[config.mk]
export PLATFORM = sky130hd
export DESIGN_NAME = cache_bus_arbiter
export DESIGN_NICKNAME = d
export VERILOG_FILES = /design/src/rtl/cache_bus_pkg.sv /design/src/rtl/rr_arbiter2.sv /design/src/rtl/cache_bus_arbiter.sv
export SDC_FILE = /design/constraint.sdc
export NUM_CORES = 1
export LEC_CHECK = 0
export BUFFER_PORTS_ARGS = -buffer_cell sky130_fd_sc_hd__buf_2
export CAP_MARGIN = 20
export CORE_AREA = 2 2 65 67
export CTS_CLUSTER_SIZE = 12
export DETAILED_ROUTE_END_ITERATION = 16
export DIE_AREA = 0 0 67 69
export GPL_ROUTABILITY_DRIVEN = 0
export GPL_TIMING_DRIVEN = 0
export PLACE_DENSITY = 0.83
export SLEW_MARGIN = 20
export SYNTH_ARGS = -nofsm -noshare
export SYNTH_HDL_FRONTEND = slang
export SYNTH_SLANG_ARGS = --single-unit
[constraint.sdc]
create_clock -name clk -period 3.9 [get_ports clk]
set_clock_uncertainty 0.15 [all_clocks]
set_input_delay 0.78 -clock clk [delete_from_list [all_inputs] [get_ports clk]]
set_output_delay 0.78 -clock clk [all_outputs]
set_load 0.01 [all_outputs]
[src/rtl/cache_bus_pkg.sv]
// Shared definitions for the cache bus arbiter: FSM states, port indices
// and the line-beat counter width derivation.
package cache_bus_pkg;

    typedef enum logic [1:0] {
        ST_IDLE    = 2'd0,
        ST_BUSY    = 2'd1,
        ST_RELEASE = 2'd2
    } state_t;

    // Port 0 is the I-cache, port 1 is the D-cache.
    localparam logic PORT_I = 1'b0;
    localparam logic PORT_D = 1'b1;

    localparam int MAX_BURST_DEFAULT = 256;

    // Width of the line beat index; a one-beat line still needs one bit.
    function automatic int burst_wid(input int max_burst);
        return (max_burst > 1) ? $clog2(max_burst) : 1;
    endfunction

endpackage

[src/rtl/rr_arbiter2.sv]
// Two-requester round-robin picker. On a tie the requester that was not
// granted last time wins. Purely combinational; the caller owns last_gnt.
module rr_arbiter2 (
    input  logic [1:0] req,
    input  logic       last_gnt,
    output logic [1:0] gnt
);

    // Pick a one-hot winner from the live requests.
    always_comb begin
        // NOTE: gnt gets a default before the case so every path assigns it and no latch is inferred.
        gnt = 2'b00;
        case (req)
            2'b01:   gnt = 2'b01;
            2'b10:   gnt = 2'b10;
            2'b11:   gnt = last_gnt ? 2'b01 : 2'b10;
            default: gnt = 2'b00;
        endcase
    end

endmodule

[src/rtl/cache_bus_arbiter.sv]
// Shares one cache bus unit between the I-cache (port 0) and the D-cache
// (port 1). A port is granted from IDLE, keeps the bus until the bus unit
// reports completion or error, then a one-cycle RELEASE guarantees the bus
// unit never sees a stale request before the next arbitration.
module cache_bus_arbiter
    import cache_bus_pkg::*;
#(
    parameter  int BUS_WIDTH = 8,
    parameter  int BUS_ADDR  = 24,
    parameter  int MAX_BURST = MAX_BURST_DEFAULT,
    localparam int BURST_WID = burst_wid(MAX_BURST)
) (
    input  logic                 clk,
    input  logic                 rst,

    input  logic                 m0_read_req,
    input  logic                 m0_read_line_req,
    input  logic                 m0_write_through_req,
    input  logic [BUS_ADDR-1:0]  m0_pa,
    input  logic [BUS_WIDTH-1:0] m0_wt_data,
    output logic [BUS_WIDTH-1:0] m0_line_data,
    output logic [BURST_WID-1:0] m0_addr_count,
    output logic                 m0_line_write,
    output logic                 m0_trans_rdy,
    output logic                 m0_bus_error,

    input  logic                 m1_read_req,
    input  logic                 m1_read_line_req,
    input  logic                 m1_write_through_req,
    input  logic [BUS_ADDR-1:0]  m1_pa,
    input  logic [BUS_WIDTH-1:0] m1_wt_data,
    output logic [BUS_WIDTH-1:0] m1_line_data,
    output logic [BURST_WID-1:0] m1_addr_count,
    output logic                 m1_line_write,
    output logic                 m1_trans_rdy,
    output logic                 m1_bus_error,

    output logic [1:0]           grant,

    output logic                 bu_read_req,
    output logic                 bu_read_line_req,
    output logic                 bu_write_through_req,
    output logic [BUS_ADDR-1:0]  bu_pa,
    output logic [BUS_WIDTH-1:0] bu_wt_data,
    input  logic [BUS_WIDTH-1:0] bu_line_data,
    input  logic [BURST_WID-1:0] bu_addr_count,
    input  logic                 bu_line_write,
    input  logic                 bu_trans_rdy,
    input  logic                 bu_bus_error
);

    state_t     state, state_nxt;
    logic [1:0] grant_nxt;
    logic       last_gnt, last_gnt_nxt;
    logic [1:0] req_any;
    logic [1:0] arb_gnt;
    logic       done;

    assign req_any[PORT_I] = m0_read_req | m0_read_line_req | m0_write_through_req;
    assign req_any[PORT_D] = m1_read_req | m1_read_line_req | m1_write_through_req;
    assign done            = bu_trans_rdy | bu_bus_error;

    rr_arbiter2 u_rr_arbiter2 (
        .req      (req_any),
        .last_gnt (last_gnt),
        .gnt      (arb_gnt)
    );

    // State, grant and round-robin history registers; reset may land mid-transaction.
    always_ff @(posedge clk or posedge rst) begin
        if (rst) begin
            state    <= ST_IDLE;
            grant    <= 2'b00;
            last_gnt <= PORT_D;
        end else begin
            // NOTE: non-blocking assignments so every register samples the pre-edge values.
            state    <= state_nxt;
            grant    <= grant_nxt;
            last_gnt <= last_gnt_nxt;
        end
    end

    // Next-state logic: arbitrate in IDLE, hold the grant until completion, drop it for RELEASE.
    always_comb begin
        state_nxt    = state;
        grant_nxt    = grant;
        last_gnt_nxt = last_gnt;
        case (state)
            ST_IDLE: begin
                if (|req_any) begin
                    state_nxt    = ST_BUSY;
                    grant_nxt    = arb_gnt;
                    last_gnt_nxt = arb_gnt[PORT_D];
                end
            end
            ST_BUSY: begin
                if (done) begin
                    state_nxt = ST_RELEASE;
                    grant_nxt = 2'b00;
                end
            end
            ST_RELEASE: begin
                state_nxt = ST_IDLE;
                grant_nxt = 2'b00;
            end
            default: begin
                state_nxt = ST_IDLE;
                grant_nxt = 2'b00;
            end
        endcase
    end

    // Forward the owner's live request, address and data; everything is zero without a grant.
    always_comb begin
        bu_read_req          = 1'b0;
        bu_read_line_req     = 1'b0;
        bu_write_through_req = 1'b0;
        bu_pa                = '0;
        bu_wt_data           = '0;
        if (grant[PORT_I]) begin
            bu_read_req          = m0_read_req;
            bu_read_line_req     = m0_read_line_req;
            bu_write_through_req = m0_write_through_req;
            bu_pa                = m0_pa;
            bu_wt_data           = m0_wt_data;
        end else if (grant[PORT_D]) begin
            bu_read_req          = m1_read_req;
            bu_read_line_req     = m1_read_line_req;
            bu_write_through_req = m1_write_through_req;
            bu_pa                = m1_pa;
            bu_wt_data           = m1_wt_data;
        end
    end

    // Responses reach the owner only, with zero latency; data and beat index fan out to both.
    assign m0_trans_rdy  = bu_trans_rdy  & grant[PORT_I];
    assign m0_bus_error  = bu_bus_error  & grant[PORT_I];
    assign m0_line_write = bu_line_write & grant[PORT_I];
    assign m1_trans_rdy  = bu_trans_rdy  & grant[PORT_D];
    assign m1_bus_error  = bu_bus_error  & grant[PORT_D];
    assign m1_line_write = bu_line_write & grant[PORT_D];

    assign m0_line_data  = bu_line_data;
    assign m1_line_data  = bu_line_data;
    assign m0_addr_count = bu_addr_count;
    assign m1_addr_count = bu_addr_count;

endmodule

After elaboration in Yosys (flattened, before gate mapping)
Cells that the tools add are included.

storage, ports and cells
  flip-flop bits (word level) = 5
  input port bits = 91
  output and inout port bits = 75
  logic and storage cells = 42

cells by class
  equal/unequal tests = 6
  muxes and demuxes = 18
  bitwise logic cells = 11
  reductions and logical operators = 4

operators with widths
  kind                  count
  $mux W24              2
  $mux W8               2
  $mux W2               5
  $pmux W2 S2           2
  $and A1 B1 Y1         6
  $mux W1               6
  $pmux W2 S3           1
  $or A1 B1 Y1          5
  $eq A2 B1 Y1 const B  2
  $eq A2 B2 Y1 const B  2
  $ne A2 B2 Y1 const B  2
  $reduce_and A2 Y1     2
  $logic_not A2 Y1      1
  $reduce_or A2 Y1      1

Longest topological paths before layout
  word-level depth = 6
  gate-level depth with buffers = 4
  depth with buffers taken out = 3

By module
From an unflattened synthesis, not the netlist that was laid out.

unflattened totals
  cell total of the unflattened synthesis = 108
  area, all modules = 890.9 um^2

modules (own cells, without submodules)
  module             instances  cells an instance  area each (um^2)  sequential area each (um^2)
  cache_bus_arbiter  1          105                872.1             126.4
  rr_arbiter2        1          3                  18.8              0.0

Worst setup path before layout
No wires, ideal clock.

  path kind = register -> output
  from = register grant[1]
  to = output bu_pa[0]
  data arrival time = 1.152 ns
  required time = 2.970 ns
  slack = 1.818 ns
  cell stages (with the launch flop) = 5
  path buffers = 2
  cells stage by stage = dfrtp_1 -> nor2b_1 -> clkbuf_1 -> buf_2 -> a22o_1

between the ends
  word-level cells in the longest chain between the ends = 2

ends and longest elaborated chain
  what                    line                      RTL
  start, declared         cache_bus_arbiter.sv:38   output logic [1:0] grant,
  start signal, assigned  cache_bus_arbiter.sv:78   grant <= grant_nxt;
  $mux W24                cache_bus_arbiter.sv:126  end else if (grant[PORT_D]) begin
  $mux W24                cache_bus_arbiter.sv:120  if (grant[PORT_I]) begin
  end, declared           cache_bus_arbiter.sv:43   output logic [BUS_ADDR-1:0] bu_pa,

Every way passes these cells.

Worst setup path in the final report
  from = register grant[1]
  to = output bu_pa[19]

The elaborated chain is that of the path after synthesis.

==> run metrics <==
Placement Cell Area=around 1700 um^2; synthesized area per cell=just over 8 um^2; Placed Cells=slightly above 300; setup TNS=0 ns; routed wire length per instance=between 10 and 15 um; minimum clock period=about 2.6 ns; layout cells sized above 1=73.56%; # setup viols final=0; DP Worst Slack=1.482 ns; GR Util All Layers=between 10% and 20%; RSZ-0062 raised after global routing=no; Post-synth EDFFs=0; asr flop ratio synth=100.0%; status=complete, no violations; WP data arrival=approximately 1.7 ns; element type at the critical path end=primary output; Resize count post-CTS=0; YS warnings=0; clock latency on the worst-skew pair=around 0.22 ns; Congestion Overflow GR=0; setup repair bufs after CTS=0; largest net degree at the start of global routing=11; WS Path Type=reg2out; count of cell types in the netlist=23; main combinational cell family by area after synthesis=compound AO/OA/AOI/OAI gates; Post-synth top flop=dfrtp_1; period utilisation layout=67.43%; Slew @ Worst Pin=0.4103 ns; static leakage=between 1 and 1.5 nW; Netlist Area Pre-Place=roughly 890 um^2; cell area power density=about 520 nW/um^2; nets@finish=roughly 350; initial antenna violation count=0; row cnt=23; CTS tree=yes; sequential area share after synthesis=roughly 14%; footprint of the multi-input gates=~480 um^2; VDD IR max=just under 0.2 mV; chip width=around 67 um; vias per cell=4.405; final instance area=roughly 1700 um^2; Max Cap Viol=0; Fin. Hold Viols=0; simple-gate share of the synthesized area=around 15%; commonest non-fill, non-tap cell in the layout=buf_2; final worst setup slack=~1.3 ns; Layout area overhead=96.19%; final antenna-violating net count=0; CP max FO=10; FF+latch count, synth=5; area share of fa/ha/maj cells after synthesis=0%; Clock Sinks=5; Reg-to-Reg End=grant[1]$_DFFE_PP0P_; Starting Density=between 20% and 30%; Synth Area in Compound Gates=between 30% and 40%; CTS Root Cell=clkbuf_8; initial detailed-routing violation count=19; Rel. slew slack=between 70% and 80%; fin. max-slew vios=0; clock-pin transition on the worst setup and hold timing paths=0.04 ns; synthesized net count=between 150 and 200; CTS buffer count=3; Non-Filler Instances=roughly 310; DP Wirelength=around 3 mm; fmax=380.3 MHz; Hold Path Class=in2async; most frequent cells in the layout=buf_2, a22o_1, buf_4, clkbuf_1, and2_1; # port buffers=149; Reg2Reg Depth=3; Die Height=roughly 69 um; FF/Latch Area=126.4 um^2; Syn Inst Count=~110; post-synthesis mux area share=0%; xor/xnor share of the synthesized area=0%; Critical Path RT=roughly 3 ns; vias in the first global route=around 1,200; IO Count=~170; # H-tree levels=1; DRC=0; global-route wire length before repair=roughly 5.2 mm; clk buf depth=2; First-pass DRT Iterations=4; Die Area=about 4600 um^2; vias=~1,400; DRT Wirelength=between 3 and 4 mm; CP Launch Type=register; Core Area=3914 um^2; CTS Hold Bufs=0; Reg-to-Reg Start=state[1]$_DFFE_PP0P_; flop-to-flop setup slack=2.41 ns; fillers=between 400 and 500; antenna cells=0
worst max path at each step:
stage	startpoint	to	slack (ns)	cells past startpoint
2_1_floorplan	grant[1]$_DFFE_PP0P_	bu_pa[0]	1.82	4
3_3_place_gp	grant[1]$_DFFE_PP0P_	bu_wt_data[1]	1.48	5
3_5_place_dp	grant[1]$_DFFE_PP0P_	bu_pa[17]	1.48	5
4_1_cts	grant[1]$_DFFE_PP0P_	bu_pa[19]	1.22	5
5_1_grt	grant[1]$_DFFE_PP0P_	bu_pa[17]	1.11	5
6_report	grant[1]$_DFFE_PP0P_	bu_pa[19]	1.27	5
report_power, final:
| part | internal [W] | switching (W) | leakage, nW |
|---|---|---|---|
| combinational | 0.000340 | 0.000342 | 1.01 |
| sequential | 0.0000811 | 0.0000403 | 0.0613 |
| clock | 0.0000702 | 0.0000251 | 0.0228 |
synthesized netlist by cell type (2+ instances only):
cell type | n | area (um^2)
buf_4 | 32 | 240.2
nor2b_1 | 2 | 12.51
nor3_1 | 3 | 15.01
buf_2 | 3 | 15.01
and2_1 | 6 | 37.54
a22o_1 | 33 | 289.0
dfrtp_1 | 4 | 100.1
clkbuf_1 | 5 | 18.77
nor2_1 | 3 | 11.26
nand2_1 | 4 | 15.01
layer usage:
metal	wire [um]	GRT usage, %	vias to the layer above
met5	0	0	-
met4	9	1.814	0
met3	427	2.610	2
met2	1844	27.28	93
met1	1194	14.63	594
li1	-	-	681
per-stage QoR:
step,hold slack [ns],power (W),util [%]
after floorplan,0.3582,0.0005362,-
after global placement,0.3634,0.0007991,43.32
after detailed placement,0.3904,0.0008105,43.32
after CTS,0.3118,0.0009109,44.47
after global routing,0.3202,0.0009799,44.47
final,0.3067,0.0008983,44.47
registers in the layout, indices dropped and copies added, names as in the netlist:
signal / flops
state: 2
grant: 2
last_gnt: 1
cells by family (layout without fill, tap and decap cells):
group | count (synthesis) | count (layout)
AO/OA/AOI/OAI | 39 | 39
buffers and inverters | 41 | 194
flip-flops | 5 | 5
AND/OR/NAND/NOR | 23 | 23
final cells by class:
| class | instances | share of cell area, % |
|---|---|---|
| well taps | 50 | 3.595 |
| inverters | 1 | 0.2157 |
| clock buffers | 4 | 2.588 |
| repair buffers | 149 | 42.85 |
| multi-input cells | 62 | 27.75 |
| flip-flops and latches | 5 | 7.261 |
| plain buffers | 40 | 15.74 |
worst max-delay path, cell delays in order, from the launching register on:
cell and delay (ns):
dfrtp_1 0.43, nor2b_1 0.15, clkbuf_1 0.32, buf_2 0.29, a22o_1 0.16, buf_2 0.13
Note: power is estimated with default switching activity, not from simulation.
